`src/rtl/boreal_pkg.sv`:
```
// Shared constants for the boreal ledger slave: register offsets, seal key, digest constants, FSM encoding.
// Latency: n/a (package only).  Backpressure: n/a.
package boreal_pkg;

    localparam logic [7:0] LEDGER_OFF_APPEND = 8'h00;
    localparam logic [7:0] LEDGER_OFF_COUNT  = 8'h04;
    localparam logic [7:0] LEDGER_OFF_HEAD   = 8'h08;
    localparam logic [7:0] LEDGER_OFF_STATUS = 8'h0C;
    localparam logic [7:0] LEDGER_OFF_SEAL   = 8'h10;
    localparam logic [7:0] LEDGER_OFF_RDIDX  = 8'h14;
    localparam logic [7:0] LEDGER_OFF_RDDATA = 8'h18;

    localparam logic [7:0]  LEDGER_SEAL_KEY    = 8'hA5;
    localparam logic [31:0] LEDGER_DIGEST_SEED = 32'h6A09_E667;
    localparam logic [31:0] LEDGER_DIGEST_K    = 32'h9E37_79B9;

    typedef enum logic [1:0] {
        ST_IDLE   = 2'd0,
        ST_RAM_RD = 2'd1,
        ST_RESP   = 2'd2
    } ledger_state_e;

    // Rotate-left-5, xor in the appended word, add the golden-ratio constant.
    function automatic logic [31:0] ledger_digest_next(input logic [31:0] d, input logic [31:0] w);
        return ({d[26:0], d[31:27]} ^ w) + LEDGER_DIGEST_K;
    endfunction

endpackage

```
`src/rtl/boreal_ledger_ram.sv`:
```
// DEPTH x 32 log storage, one write port and one synchronous read port, no reset (SRAM macro candidate).
// Latency: read data valid the cycle after re.  Backpressure: none, always ready.
module boreal_ledger_ram #(
    parameter int DEPTH = 64,
    parameter int IDX_W = $clog2(DEPTH)
) (
    input  logic             clk,
    input  logic             we,
    input  logic [IDX_W-1:0] waddr,
    input  logic [31:0]      wdata,
    input  logic             re,
    input  logic [IDX_W-1:0] raddr,
    output logic [31:0]      rdata_q
);

    logic [31:0] mem [DEPTH];

    always_ff @(posedge clk) begin
        if (we) mem[waddr] <= wdata;
        if (re) rdata_q <= mem[raddr];
    end

endmodule

```
`src/rtl/boreal_ledger_slave.sv`:
```
// Append-only audit ledger on the ledger_* sel/ack slave port; optional digest via BOREAL_LEDGER_DIGEST_EN.
// Latency: ack one cycle after sel is sampled, two for RD_DATA.  Backpressure: sel held until ack; one IDLE cycle between transactions.
module boreal_ledger_slave
    import boreal_pkg::*;
#(
    parameter int DEPTH = 64,
    parameter int IDX_W = $clog2(DEPTH)
) (
    input  logic        clk,
    input  logic        rst,
    input  logic        ledger_sel,
    input  logic        ledger_wr,
    input  logic [31:0] ledger_addr,
    input  logic [31:0] ledger_wdata,
    output logic [31:0] ledger_rdata,
    output logic        ledger_ack
);

    localparam int CNT_W = IDX_W + 1;

    ledger_state_e    state_q, state_d;
    logic [CNT_W-1:0] count_q, count_d;
    logic [IDX_W-1:0] rd_idx_q, rd_idx_d;
    logic             ovf_q, ovf_d;
    logic             sealed_q, sealed_d;
    logic             ack_q, ack_d;
    logic [31:0]      rdata_q, rdata_d;
    logic [31:0]      head;
    logic [31:0]      ram_rdata;
    logic [31:0]      reg_rdata;
    logic             append_ok;
    logic             ram_re;
    logic             full;
    logic             is_rddata;
    logic [7:0]       off;
    logic [23:0]      addr_unused;

    assign off         = ledger_addr[7:0];
    assign addr_unused = ledger_addr[31:8];
    assign full        = (count_q == CNT_W'(DEPTH));
    assign is_rddata   = !ledger_wr && (off == LEDGER_OFF_RDDATA);

    always_ff @(posedge clk or posedge rst) begin
        if (rst) state_q <= ST_IDLE;
        else     state_q <= state_d;
    end

    always_comb begin
        state_d = state_q;
        case (state_q)
            ST_IDLE:   if (ledger_sel) state_d = is_rddata ? ST_RAM_RD : ST_RESP;
            ST_RAM_RD: state_d = ST_RESP;
            ST_RESP:   state_d = ST_IDLE;
            default:   state_d = ST_IDLE;
        endcase
    end

    always_comb begin
        reg_rdata = '0;
        case (off)
            LEDGER_OFF_COUNT:  reg_rdata = 32'(count_q);
            LEDGER_OFF_HEAD:   reg_rdata = head;
            LEDGER_OFF_STATUS: reg_rdata = {29'b0, sealed_q, ovf_q, full};
            LEDGER_OFF_RDIDX:  reg_rdata = 32'(rd_idx_q);
            default:           reg_rdata = '0;
        endcase
    end

    // All side-effects land on the edge leaving IDLE, so each transaction commits exactly once.
    always_comb begin
        count_d   = count_q;
        rd_idx_d  = rd_idx_q;
        ovf_d     = ovf_q;
        sealed_d  = sealed_q;
        ack_d     = 1'b0;
        rdata_d   = '0;
        append_ok = 1'b0;
        ram_re    = 1'b0;
        case (state_q)
            ST_IDLE: begin
                if (ledger_sel) begin
                    if (is_rddata) begin
                        ram_re = 1'b1;
                    end else begin
                        ack_d = 1'b1;
                        if (ledger_wr) begin
                            case (off)
                                LEDGER_OFF_APPEND: begin
                                    if (!full && !sealed_q) begin
                                        append_ok = 1'b1;
                                        count_d   = count_q + CNT_W'(1);
                                    end else begin
                                        ovf_d = 1'b1;
                                    end
                                end
                                LEDGER_OFF_STATUS: if (ledger_wdata[1]) ovf_d = 1'b0;
                                LEDGER_OFF_SEAL:   if (ledger_wdata[7:0] == LEDGER_SEAL_KEY) sealed_d = 1'b1;
                                LEDGER_OFF_RDIDX:  rd_idx_d = ledger_wdata[IDX_W-1:0];
                                default: ;
                            endcase
                        end else begin
                            rdata_d = reg_rdata;
                        end
                    end
                end
            end
            ST_RAM_RD: begin
                ack_d   = 1'b1;
                rdata_d = ({1'b0, rd_idx_q} < count_q) ? ram_rdata : '0;
            end
            default: ;
        endcase
    end

    always_ff @(posedge clk or posedge rst) begin
        if (rst) begin
            count_q  <= '0;
            rd_idx_q <= '0;
            ovf_q    <= 1'b0;
            sealed_q <= 1'b0;
            ack_q    <= 1'b0;
            rdata_q  <= '0;
        end else begin
            count_q  <= count_d;
            rd_idx_q <= rd_idx_d;
            ovf_q    <= ovf_d;
            sealed_q <= sealed_d;
            ack_q    <= ack_d;
            rdata_q  <= rdata_d;
        end
    end

`ifdef BOREAL_LEDGER_DIGEST_EN
    logic [31:0] digest_q, digest_d;

    always_comb begin
        digest_d = digest_q;
        if (append_ok) digest_d = ledger_digest_next(digest_q, ledger_wdata);
    end

    always_ff @(posedge clk or posedge rst) begin
        if (rst) digest_q <= LEDGER_DIGEST_SEED;
        else     digest_q <= digest_d;
    end

    assign head = digest_q;
`else
    assign head = '0;
`endif

    // wr_ptr never wraps and always equals count, so the low count bits address the RAM.
    boreal_ledger_ram #(
        .DEPTH(DEPTH),
        .IDX_W(IDX_W)
    ) u_ram (
        .clk    (clk),
        .we     (append_ok),
        .waddr  (count_q[IDX_W-1:0]),
        .wdata  (ledger_wdata),
        .re     (ram_re),
        .raddr  (rd_idx_q),
        .rdata_q(ram_rdata)
    );

    assign ledger_ack   = ack_q;
    assign ledger_rdata = rdata_q;

endmodule

```
`config.mk`:
```
export PLATFORM = sky130hd
export DESIGN_NAME = boreal_ledger_slave
export DESIGN_NICKNAME = d
export VERILOG_FILES = /design/src/rtl/boreal_pkg.sv /design/src/rtl/boreal_ledger_ram.sv /design/src/rtl/boreal_ledger_slave.sv
export SDC_FILE = /design/constraint.sdc
export NUM_CORES = 2
export LEC_CHECK = 0
export CELL_PAD_IN_SITES_DETAIL_PLACEMENT = 0
export CELL_PAD_IN_SITES_GLOBAL_PLACEMENT = 2
export CORE_AREA = 2 2 387 389
export DETAILED_ROUTE_END_ITERATION = 7
export DIE_AREA = 0 0 389 391
export GPL_ROUTABILITY_DRIVEN = 0
export PLACE_DENSITY = 0.82
export RECOVER_POWER = 50
export SLEW_MARGIN = 20
export SYNTH_ARGS = -nofsm -noshare
export SYNTH_HDL_FRONTEND = slang
export SYNTH_HIERARCHICAL = 1
export SYNTH_SLANG_ARGS = --single-unit
export TNS_END_PERCENT = 1
```
`constraint.sdc`:
```
create_clock -name clk -period 10.9 [get_ports clk]
set_input_delay 2.725 -clock clk [delete_from_list [all_inputs] [get_ports clk]]
set_output_delay 2.725 -clock clk [all_outputs]
set_load 0.005 [all_outputs]
```
=== Word level (Yosys, flattened, before mapping) ===
Memory sizes are Yosys's and may differ from the RTL's. A register that Yosys moved wholly into a read port is not among the register bits.
Cells that the tools add are included.

* Register bits: 50
* RAM bits: 2048
* Input port bits: 68
* Output and inout port bits: 33
* Word-level logic and storage cells: 60
* Memories kept: 1

* $add $sub $neg: 1
* Magnitude comparators: 1
* Equal/unequal tests: 11
* Muxes and demuxes: 26
* Bitwise logic cells: 1
* Reduce and logical (&&, ||, !) cells: 12

{| class="wikitable"
|+ Memories
! memory !! depth !! bits a word !! read ports !! clocked after Yosys merged registers in !! wr ports !! line !! RTL
|-
| u_ram.mem || 64 || 32 || 1 || 1 || 1 || boreal_ledger_ram.sv:16 || <nowiki>logic [31:0] mem [DEPTH];</nowiki>
|}

{| class="wikitable"
|+ Operators by type and width
! cell !! count
|-
| $pmux 32 s2 || 1
|-
| $mux 32 || 1
|-
| $eq 8x5->1 const B || 3
|-
| $mux 7 || 3
|-
| $pmux 7 s3 || 1
|-
| $mux 1 || 15
|-
| $reduce_and 6->1 || 2
|-
| $eq 8x3->1 const B || 1
|-
| $eq 8x4->1 const B || 1
|-
| $eq 8x8->1 const B || 1
|-
| $logic_not 8->1 || 1
|-
| $add 7x1->7 const B || 1
|-
| $eq 7x7->1 const B || 1
|-
| $lt 6x7->1 || 1
|-
| $reduce_and 7->1 || 1
|-
| $ne 2x2->1 const B || 3
|-
| $reduce_and 5->1 || 1
|-
| $mux 2 || 2
|-
| $pmux 1 s2 || 2
|-
| $pmux 2 s2 || 1
|-
| $logic_not 1->1 || 3
|-
| $eq 2x1->1 const B || 1
|-
| $logic_and 1x1->1 || 2
|-
| $logic_not 2->1 || 1
|-
| 2 further kinds || 2
|}

=== Depth between registers and ports, before layout ===
* Depth in word-level cells: 11
* Mapped depth: 10
* Mapped depth without buffers: 8

=== By module ===
The synthesis kept the hierarchy.

{| class="wikitable"
|+ Modules (own cells, without submodules)
! module !! instances !! cells each !! area each (sq um) !! seq. area each (sq um)
|-
| boreal_ledger_ram || 1 || 3324 || 78835.6 || 62459.9
|-
| boreal_ledger_slave || 1 || 186 || 2214.6 || 1251.2
|}

=== Least setup slack after synthesis ===
Ideal clock, no wire load.

* Path kind: input -> register
* From: in ledger_addr[5]
* To: reg u_ram.rdata_q[0] (read register of u_ram.mem) (enable)
* Setup time: 0.513 ns
* Arrival: 7.050 ns
* Data required time: 10.387 ns
* Setup slack: 3.337 ns
* Stages: 3
* Path buffers: 0
* Cell sequence: or3_4 or4_4 nor4b_1

* Cells in the longest elaborated chain, start to end: 5

{| class="wikitable"
|+ RTL lines
! what !! line !! RTL
|-
| from (decl) || boreal_ledger_slave.sv:13 || <nowiki>input logic [31:0] ledger_addr,</nowiki>
|-
| $eq 8x5->1 || boreal_ledger_slave.sv:41 || <nowiki>assign is_rddata = !ledger_wr && (off == LEDGER_OFF_RDDATA);</nowiki>
|-
| $logic_and 1x1->1 || boreal_ledger_slave.sv:41 ||
|-
| $mux 1 || boreal_ledger_slave.sv:82 || <nowiki>if (is_rddata) begin</nowiki>
|-
| $mux 1 || boreal_ledger_slave.sv:81 || <nowiki>if (ledger_sel) begin</nowiki>
|-
| $mux 1 || boreal_ledger_slave.sv:79 || <nowiki>case (state_q)</nowiki>
|-
| via ram_re || boreal_ledger_slave.sv:32 || <nowiki>logic ram_re;</nowiki>
|-
| to (decl) || boreal_ledger_ram.sv:13 || <nowiki>output logic [31:0] rdata_q</nowiki>
|}

The timed path passes the listed nets, and every way through them passes these cells.
A chain may end at the register's enable or synchronous reset.

=== Worst setup path after layout ===
* From: reg rd_idx_q[2]
* To: reg rdata_q[20] (netlist: ledger_rdata[20])

* Cells in the longest elaborated chain, start to end: 3

{| class="wikitable"
|+ RTL lines
! what !! line !! RTL
|-
| from (decl) || boreal_ledger_slave.sv:23 || <nowiki>logic [IDX_W-1:0] rd_idx_q, rd_idx_d;</nowiki>
|-
| from (signal assigned) || boreal_ledger_slave.sv:125 || <nowiki>rd_idx_q <= rd_idx_d;</nowiki>
|-
| $lt 6x7->1 || boreal_ledger_slave.sv:109 || <nowiki>rdata_d = ({1'b0, rd_idx_q} < count_q) ? ram_rdata : '0;</nowiki>
|-
| $mux 32 || boreal_ledger_slave.sv:109 ||
|-
| $pmux 32 s2 || boreal_ledger_slave.sv:79 ||
|-
| via rdata_d[20] || boreal_ledger_slave.sv:27 || <nowiki>logic [31:0] rdata_q, rdata_d;</nowiki>
|-
| to (signal assigned) || boreal_ledger_slave.sv:129 || <nowiki>rdata_q <= rdata_d;</nowiki>
|-
| to (decl) || boreal_ledger_slave.sv:27 ||
|}

The timed path passes the listed nets, and every way through them passes these cells.

==> flow_summary.toml <==
[place]
hpwlAfterDp_um = 104000
place_inst = 5469
port_buffers = 76
dp_worst_setup_slack_ps = 4020
dpl_cell_area_um2 = 84700

[cells_and_area]
syn_to_final_growth_pct = 12.3
n_fill_cell = 10100
final_util = 0.613
num-nets-final = 3806
regArea_um2 = 63700
layout-drive-gt1-share = 0.264
multi_input_area_um2 = 16900
fin_cells = 5848
final_area_um2 = 91000

[global_routing]
grt-ovfl-total = 0
grt_pass1_vias = 38100
grt_usage = 0.258
grt_max_degree = 102
grt_pass1_wl_um = 276000
antenna_found_initial = 8

[die]
core_area_um2 = 149000
start_util = 0.546
rows = 142
chipHeight_um = 391
ioPinCount = 101
die_x_um = 389
dieArea_um2 = 152000

[route]
wl_um = 193000
vias = 38100
drc = 0
drtAntennaViolNets = 0
drt_first_pass_iters = 5
drt_iter0_markers = 4574
viasPerCell = 6.51
wl_per_cell_um = 33.0

[timing]
finalMaxSlewViolations = 2251
clock.fmax_mhz = 141
worstMarginPinSlew_ps = 3680
fin_worst_skew_ps = 27.6
relSlewSlack = -1.45
rsz0062_at_grt = "no"
tns_ps = 0
whs_ps = 445
final-setup-viol-count = 0
hold_viol = 0
period_share = 0.651
worst_slack_ps = 3800
period_minus_slack_ps = 7100

[critical_path]
cp_data_required_time_ps = 11560
endpoint_kind = "flip-flop"
worstPathMaxFanout = 36
worst_ep_arrival_time_ps = 7760
criticalPathCategory = "reg2reg"
rrSetupSlack_ps = 3800
start_kind = "flip-flop"

[clock_tree]
h-tree-depth = 4
hold_buffers = 0
post_cts_buffers = 0
cts_made_buffers = 204
clockRootBuffer = "clkbuf_16"
clkSinkCount = 2130
path_clk_slew_ps = 60
clk_latency_ps = 830
cts_buffer_depth = 3
cts_resized = 0
cts_tree = "done"

[status]
violations = "max-capacitance violations, max-slew violations"
status = "finished, violations left"

[pwr]
power_switching_mw = 3.23
irDropWorstVdd_mv = 0.137
clkPwrFrac = 0.420
power.internal_mw = 12.9
pwr-share-comb = 0.023
power_density_nw_per_um2 = 178
seqPwrFrac = 0.557
power_mw = 16.2
switching_share = 0.200
p_leak_nw = 27.3

[synth]
synth_ff_type = "edfxtp_1"
synth-edff-count = 2080
yosys.area.top_type_share = 0.771
async_reset_ff_frac = 0.0235
ys_ff_latch = 2130
synth_area_um2 = 81100
yosysTopAreaCell = "edfxtp_1"
syn_nets = 3585
synth_most_common_cell = "edfxtp_1"
synth.area.top_cells = "edfxtp_1 (77%), mux4_2 (15%), dfrtp_1 (1.5%), mux2i_1 (1.2%), nor2_1 (0.67%)"
syn_inst = 3510
yosys-top-cells-count = "edfxtp_1 (2080), mux4_2 (544), nor2_1 (144), mux2i_1 (95), o22ai_1 (84)"
synth.yosys.warnings = 6
synth_cell_type_count = 60
avgSynthCellArea_um2 = 23.1
yosysSeqAreaShare = 0.786

[min_path]
hold_class = "reg2reg"

[run]
maxCapViolations = 37
==> worst paths after layout <==
check / from / end / cells after the start
max in group asynchronous: rst / rd_idx_q[3]$_DFFE_PP0P_ / 3
max: rd_idx_q[2]$_DFFE_PP0P_ / ledger_rdata[20]$_DFF_PP0_ / 7
min reg2reg: u_ram/rdata_q[30]$_DFFE_PP_ / ledger_rdata[30]$_DFF_PP0_ / 1
min: u_ram/rdata_q[30]$_DFFE_PP_ / ledger_rdata[30]$_DFF_PP0_ / 1
max reg2reg: rd_idx_q[2]$_DFFE_PP0P_ / ledger_rdata[20]$_DFF_PP0_ / 7
min in group asynchronous: rst / sealed_q$_DFFE_PP0P_ / 3
==> sequential cells by signal, indices dropped and copies added, names as in the netlist <==
signal         flops
sealed_q           1
ledger_ack         1
ovf_q              1
rd_idx_q           6
u_ram/mem       2048
count_q            7
state_q            2
u_ram/rdata_q     32
ledger_rdata      32
==> logic make-up after synthesis <==
group,after synthesis,synth area share
mux,646,0.164
simple gates,303,0.0186
fa+ha+maj,7,0.00108
buf+inv,195,0.0115
compound gates,223,0.0181
flops,2130,0.786
xor+xnor,6,0.000648
==> routing by layer <==
layer	wire length [um]	global-route usage
met3	18000	0.0498
met4	4470	0.0655
met1	77200	0.376
met2	93500	0.407
met5	13	0
==> critical path, stage by stage, from the launching register on <==
cell      delay, ps
dfrtp_1        1830
clkbuf_1       1990
ha_1            530
nor2_1           90
nor2_1           70
a21oi_4         100
clkbuf_1       1670
and2_0          580
==> power by group through the flow <==
stage / registers (mW) / logic, mW / clock network (mW)
CTS: 8.99 / 0.376 / 6.89
global route: 9.01 / 0.395 / 7.21
detailed placement: 9.17 / 0.375 / 0
floorplan: 9.16 / 0.161 / 0
global placement: 9.17 / 0.366 / 0
finish: 9.01 / 0.368 / 6.79
==> layout make-up <==
| type | instances | share of cell area |
|---|---|---|
| clock buffers | 266 | 0.0602 |
| clock inverters | 108 | 0.0101 |
| inverters | 9 | 0.000371 |
| repair buffers | 201 | 0.0167 |
| diodes | 5 | 0.000137 |
| well taps | 1944 | 0.0267 |
| flip-flops and latches | 2130 | 0.700 |
| multi-input cells | 1185 | 0.186 |
==> cell usage in the layout, fill, tap and decap left out, types with 42 or more instances in the layout <==
| master | n |
|---|---|
| clkinv_1 | 43 |
| clkbuf_16 | 207 |
| a21oi_1 | 64 |
| clkdlybuf4s50_1 | 42 |
| dfrtp_1 | 47 |
| edfxtp_1 | 2080 |
| o22ai_1 | 84 |
| mux2i_1 | 95 |
| clkbuf_1 | 87 |
| nor2_1 | 82 |
| mux4_2 | 544 |
| nor2_4 | 62 |
| buf_4 | 99 |
Note: power is estimated with default switching activity, not from simulation.
